--- src/rtl/idiv_seq.sv ---
// Sequential unsigned radix-2 restoring divider: 2*SIZE-bit dividend / SIZE-bit divisor.
// One quotient bit per clock; start/done handshake, a zero divisor completes in one cycle.
module idiv_seq #(
  parameter int SIZE = 4
) (
  input  logic                Clock,
  input  logic                Reset,
  input  logic                iStart,
  input  logic [2*SIZE-1:0]   iDividend,
  input  logic [SIZE-1:0]     iDivisor,
  output logic                oBusy,
  output logic                oDone,
  output logic [2*SIZE-1:0]   oQuotient,
  output logic [SIZE-1:0]     oRemainder,
  output logic                oDivByZero
);

  localparam int W  = 2 * SIZE;
  localparam int CW = $clog2(W + 1);

  typedef enum logic [1:0] {IDLE, RUN, DONE} state_t;

  state_t          state, state_nx;
  logic [W-1:0]    dvd, dvd_nx;
  logic [SIZE-1:0] dsr, dsr_nx;
  logic [SIZE:0]   rem, rem_nx;
  logic [CW-1:0]   cnt, cnt_nx;
  logic [W-1:0]    quo_q, quo_nx;
  logic [SIZE-1:0] rmd_q, rmd_nx;
  logic            dbz_q, dbz_nx;

  // One extra bit on the trial difference so its MSB is the borrow.
  logic [SIZE:0]   shifted;
  logic [SIZE+1:0] trial;
  logic            neg;
  logic [SIZE:0]   step_rem;
  logic [W-1:0]    step_quo;

  assign shifted  = {rem[SIZE-1:0], dvd[W-1]};
  assign trial    = {1'b0, shifted} - {2'b00, dsr};
  assign neg      = trial[SIZE+1];
  assign step_rem = neg ? shifted : trial[SIZE:0];
  assign step_quo = {dvd[W-2:0], ~neg};

  always_ff @(posedge Clock) begin
    if (!Reset) begin
      state <= IDLE;
      dvd   <= '0;
      dsr   <= '0;
      rem   <= '0;
      cnt   <= '0;
      quo_q <= '0;
      rmd_q <= '0;
      dbz_q <= 1'b0;
    end else begin
      state <= state_nx;
      dvd   <= dvd_nx;
      dsr   <= dsr_nx;
      rem   <= rem_nx;
      cnt   <= cnt_nx;
      quo_q <= quo_nx;
      rmd_q <= rmd_nx;
      dbz_q <= dbz_nx;
    end
  end

  always_comb begin
    state_nx = state;
    dvd_nx   = dvd;
    dsr_nx   = dsr;
    rem_nx   = rem;
    cnt_nx   = cnt;
    quo_nx   = quo_q;
    rmd_nx   = rmd_q;
    dbz_nx   = dbz_q;
    case (state)
      IDLE, DONE: begin
        if (iStart) begin
          if (iDivisor == '0) begin
            state_nx = DONE;
            quo_nx   = '1;
            rmd_nx   = iDividend[SIZE-1:0];
            dbz_nx   = 1'b1;
          end else begin
            state_nx = RUN;
            dvd_nx   = iDividend;
            dsr_nx   = iDivisor;
            rem_nx   = '0;
            cnt_nx   = CW'(W);
          end
        end else begin
          state_nx = IDLE;
        end
      end
      RUN: begin
        dvd_nx = step_quo;
        rem_nx = step_rem;
        cnt_nx = cnt - CW'(1);
        // Results are published only on the final step so they hold through RUN.
        if (cnt == CW'(1)) begin
          state_nx = DONE;
          quo_nx   = step_quo;
          rmd_nx   = step_rem[SIZE-1:0];
          dbz_nx   = 1'b0;
        end
      end
      default: state_nx = IDLE;
    endcase
  end

  assign oBusy      = (state == RUN);
  assign oDone      = (state == DONE);
  assign oQuotient  = quo_q;
  assign oRemainder = rmd_q;
  assign oDivByZero = dbz_q;

endmodule
--- config.mk ---
export PLATFORM = sky130hd
export DESIGN_NAME = idiv_seq
export DESIGN_NICKNAME = d
export VERILOG_FILES = /design/src/rtl/idiv_seq.sv
export SDC_FILE = /design/constraint.sdc
export NUM_CORES = 1
export LEC_CHECK = 0
export CORE_ASPECT_RATIO = 1.25
export CORE_MARGIN = 2
export CORE_UTILIZATION = 55
export DETAILED_ROUTE_END_ITERATION = 12
export GPL_ROUTABILITY_DRIVEN = 0
export PLACE_DENSITY = 0.8
export SYNTH_ARGS = -nofsm -noshare
export SYNTH_HDL_FRONTEND = slang
export SYNTH_SLANG_ARGS = --single-unit
--- constraint.sdc ---
create_clock -name Clock -period 3.25 [get_ports Clock]
set_input_delay 0.65 -clock Clock [delete_from_list [all_inputs] [get_ports Clock]]
set_output_delay 0.65 -clock Clock [all_outputs]
set_load 0.1 [all_outputs]
-- After elaboration in Yosys (flattened, before gate mapping)
Index checks and enable logic that the tools add are counted.
- flip-flop bits (word level): 35
- bits of input ports: 15
- output and inout bits: 15
- add/subtract/negate cells: 2
- equality and inequality tests: 7
- mux-type cells: 26
- bitwise logic cells: 2
- reduce and logical (&&, ||, !) cells: 7
- operators with widths (operator ; count):
    2-to-1 mux 8 bit ; 5
    2-to-1 mux 4 bit ; 8
    case mux 8 bit (2 select lines) ; 2
    case mux 4 bit (2 select lines) ; 3
    2-to-1 mux 2 bit ; 3
    inequality test 2 bit, second input constant ; 3
    AND reduction 3 bit ; 2
    subtractor 5 x 4 -> 6 bit ; 1
    equality test 4 x 1 -> 1 bit, second input constant ; 1
    logical NOT 4 bit ; 1
    case mux 2 bit (2 select lines) ; 1
    AND reduction 4 bit ; 1
    subtractor 4 x 1 -> 4 bit, second input constant ; 1
    2-to-1 mux 1 bit ; 3
    equality test 2 x 1 -> 1 bit, second input constant ; 1
    equality test 2 bit, second input constant ; 1
    logical NOT 2 bit ; 1
    inequality test 2 x 1 -> 1 bit, second input constant ; 1
    inverter 1 bit ; 2
    case mux 1 bit (2 select lines) ; 1
    nonzero test 2 bit ; 1
    OR reduction 2 bit ; 1

-- Logic depth before layout (Yosys ltp)
- depth after elaboration: 4
- depth in mapped cells: 8

-- Least setup slack after synthesis
Ideal clock, no wire load.
- kind: reg-to-output
- from: register state[0]
- to: output oDone
- arrival time: 1658 ps
- required time: 2600 ps
- path slack: 942 ps
- cell stages (with the launch flop): 2
- cells stage by stage: dfxtp_1 -> nor2b_1
- cells in the longest elaborated chain, start to end: 1
- ends and longest elaborated chain (what ; RTL line ; RTL):
    start, declared ; 23 ; state_t state, state_nx;
    start signal, assigned ; 56 ; state <= state_nx;
    equality test 2 bit ; 112 ; assign oDone = (state == DONE);
    end, declared ; 12 ; output logic oDone,
Every way passes these cells.

-- Worst setup path after layout
- from: register state[0]
- to: output oBusy
- cells in the longest elaborated chain, start to end: 1
- ends and longest elaborated chain (what ; RTL line ; RTL):
    equality test 2 x 1 -> 1 bit ; 111 ; assign oBusy = (state == RUN);
    end, declared ; 11 ; output logic oBusy,
Every way passes these cells.

==> qor.yml <==
layout:
  final_common_cell: "dfxtp_1"
  final_cell_mix: "dfxtp_1 (35), nand2_1 (30), nor2_1 (25), buf_4 (16), clkdlybuf4s50_1 (14)"
  design_area_mm2: 0.001938
  syn_to_final_growth_pct: 20.45
  num_antenna_cells: 0
  nets: 230
  multi_input_area_um2: 814.5
  fill_cells: 231
  fin_cells: 243
  drive_above_1_share_pct: 20.57
  regArea_um2: 700.7
synthesis:
  synth.avg_cell_area_um2: 8.890
  synth-seq-area-share_pct: 43.55
  synth.net_count: 203
  ys_ff_latch: 35
  netlist_instances: 181
  yosysUniqueCellTypes: 37
  ys_warn_count: 0
  synth_area_mm2: 0.001609
worst_hold_path:
  hp-class: "reg2reg"
  hold_path_depth: 2
  hold_start: "oDivByZero"
  hold_end: "oDivByZero"
global_routing:
  grt_max_degree: 29
  grt_pass1_wl_mm: 5.982
  grt_pass1_vias: 1342
  grt-ovfl-total: 0
  grt_antenna_before_repair: 0
  grt_usage_pct: 23.87
sta:
  finalWorstSetupSlack_ns: 0.8799
  hold_violations: 0
  maxSlewHeadroom_pct: 48.29
  clock_skew_ns: 0.006225
  fin_tns_setup_ns: 0
  maxSlewViolCount: 0
  setup_violations: 0
  fin_crit_sh_pct: 72.93
  rsz0062_at_grt: "no"
  tightestPinTransition_ns: 0.7748
  fin_crit_ns: 2.370
  fmax_mhz: 421.9
power_and_ir_drop:
  p_seq_share_pct: 45.1
  total_power_w: 0.001081
  p_leak_nw: 0.7646
  p_comb_share_pct: 23.7
  peakVddDrop_mv: 0.2916
  pwr-share-clk_pct: 31.2
  swShare_pct: 32.40
  internal-power_w: 0.0007310
  p_sw_w: 0.0003504
  powerDensity_mw_per_mm2: 557.9
route:
  antenna_left: 0
  wire_per_inst_um: 14.72
  drt-total-wl_mm: 3.576
  drtIter0Drc: 59
  via_count: 1419
  routed_via_density: 5.840
  drc: 0
  drt-pass1-iter-count: 4
floorplan:
  rows: 21
  start_util_pct: 58.88
  io_pins: 30
  core_mm2: 0.002733
  die_y_um: 64.47
  die_area_mm2: 0.003377
  fp.dieW_um: 52.38
clock_network:
  clk_pin_slew_ns: 0.11
  cts_buffers: 5
  cts-root-buf: "clkbuf_4"
  cts_resized: 0
  clock_path_buffers: 2
  clk_latency_ns: 0.35
  cts_setup_buffers: 0
  ctsHoldBuffers: 0
  h-tree-depth: 2
  cts_num_sinks: 35
  cts_tree: "yes"
run_status:
  outcome: "finished clean"
placement:
  port_buffers: 29
  post_dp_cell_area_mm2: 0.001852
  pre_cts_ws_ns: 0.6268
  post-dp-hpwl_mm: 2.504
  dp.cells: 235
worst_setup_path:
  cp.required_ns: 2.60
  crit_type: "reg2out"
  r2r_cells: 6
  end_kind: "primary output"
  path_max_fanout: 28
  reg2reg_setup_slack_ns: 1.12
  startpoint_type: "register"
  arrival_ns: 1.72
  rr_startpoint: "state[0]"
  r2r_end: "oQuotient[5]"
flow_run:
  maxCapViolCount: 0
## cells by family after synthesis
| kind of cell | share of synthesized area, % |
|---|---|
| and+or+nand+nor | 20.22 |
| AOI/OAI and AO/OA | 23.95 |
| DFF | 43.55 |
| buffers and inverters | 5.832 |
| adders and majority gates | 5.910 |
| xor gates and xnor gates | 0.5444 |
## flip-flops by register name (all words and copies together), names as in the netlist
register    flops
dvd             8
oQuotient       8
cnt             4
dsr             4
oRemainder      4
rem             4
state           2
oDivByZero      1
## power by group through the flow
stage          Sequential [W]  Combinational, W  Clock [W]
6_report             0.000488          0.000256   0.000338
5_1_grt              0.000493          0.000280   0.000355
4_1_cts              0.000488          0.000256   0.000339
3_5_place_dp         0.000498          0.000255          0
3_3_place_gp         0.000496          0.000247          0
2_1_floorplan        0.000541          0.000147          0
## routing by layer
layer,global-route usage (%),vias up,routed length [um]
met4,13.46,0,88
met1,29.44,671,1560
met3,5.530,10,193
met2,37.50,43,1733
li1,-,695,-
met5,0,-,0
## cells in the mapped netlist
library cell	n	area share, %
dfxtp_1	35	44
nand2_1	30	7.0
nor2_1	25	5.8
a21oi_1	10	3.1
a311oi_1	9	4.9
inv_1	8	1.9
o221a_2	7	4.9
ha_1	6	4.7
clkbuf_1	5	1.2
a31oi_2	4	3.1
o21ai_0	4	1.2
o21ai_2	4	2.2
a22oi_1	3	1.4
nor2b_1	3	1.2
a31oi_1	2	0.78
buf_2	2	0.62
nand2b_1	2	0.78
nor3_1	2	0.62
o211ai_1	2	0.93
and2_1	1	0.39
buf_1	1	0.23
buf_12	1	1.2
clkbuf_4	1	0.47
clkinv_1	1	0.23
fa_1	1	1.2
nand2_4	1	0.70
nand3b_1	1	0.47
nor3b_1	1	0.47
nor4b_1	1	0.54
o21a_1	1	0.47
o22ai_1	1	0.39
o31a_1	1	0.54
or2_2	1	0.39
or3b_4	1	0.70
or4_1	1	0.47
or4_4	1	0.70
xnor2_1	1	0.54
## metrics by stage
step	utilization (%)	hold slack, ns
CTS	70.92	0.4816
floorplan	-	0.4363
finish	70.92	0.4768
global placement	67.77	0.4476
global route	70.92	0.5061
detailed placement	67.77	0.4660
## worst max-delay path, cell delays in order, from the launching register on
cell and delay [ns]:
dfxtp_1 0.36, nand2b_1 0.08, buf_4 0.28, clkinv_1 0.32, buf_4 0.33
## how the worst max path moves through the flow
stage	from	endpoint
2_1_floorplan	state[0]	oDone
3_5_place_dp	iDivisor[3]	oRemainder[1]
5_1_grt	state[1]	oBusy
4_1_cts	state[0]	oBusy
6_report	state[0]	oBusy
3_3_place_gp	iDivisor[3]	oRemainder[0]
## final cells by class
type / count / share of cell area (%)
clock buffers: 6 / 2.647
multi-input cells: 127 / 42.03
flip-flops and latches: 35 / 36.15
repair buffers: 30 / 13.43
clock inverters: 2 / 1.808
well taps: 34 / 2.195
inverters: 9 / 1.743
No activity file was read; power rests on OpenSTA's default activity.
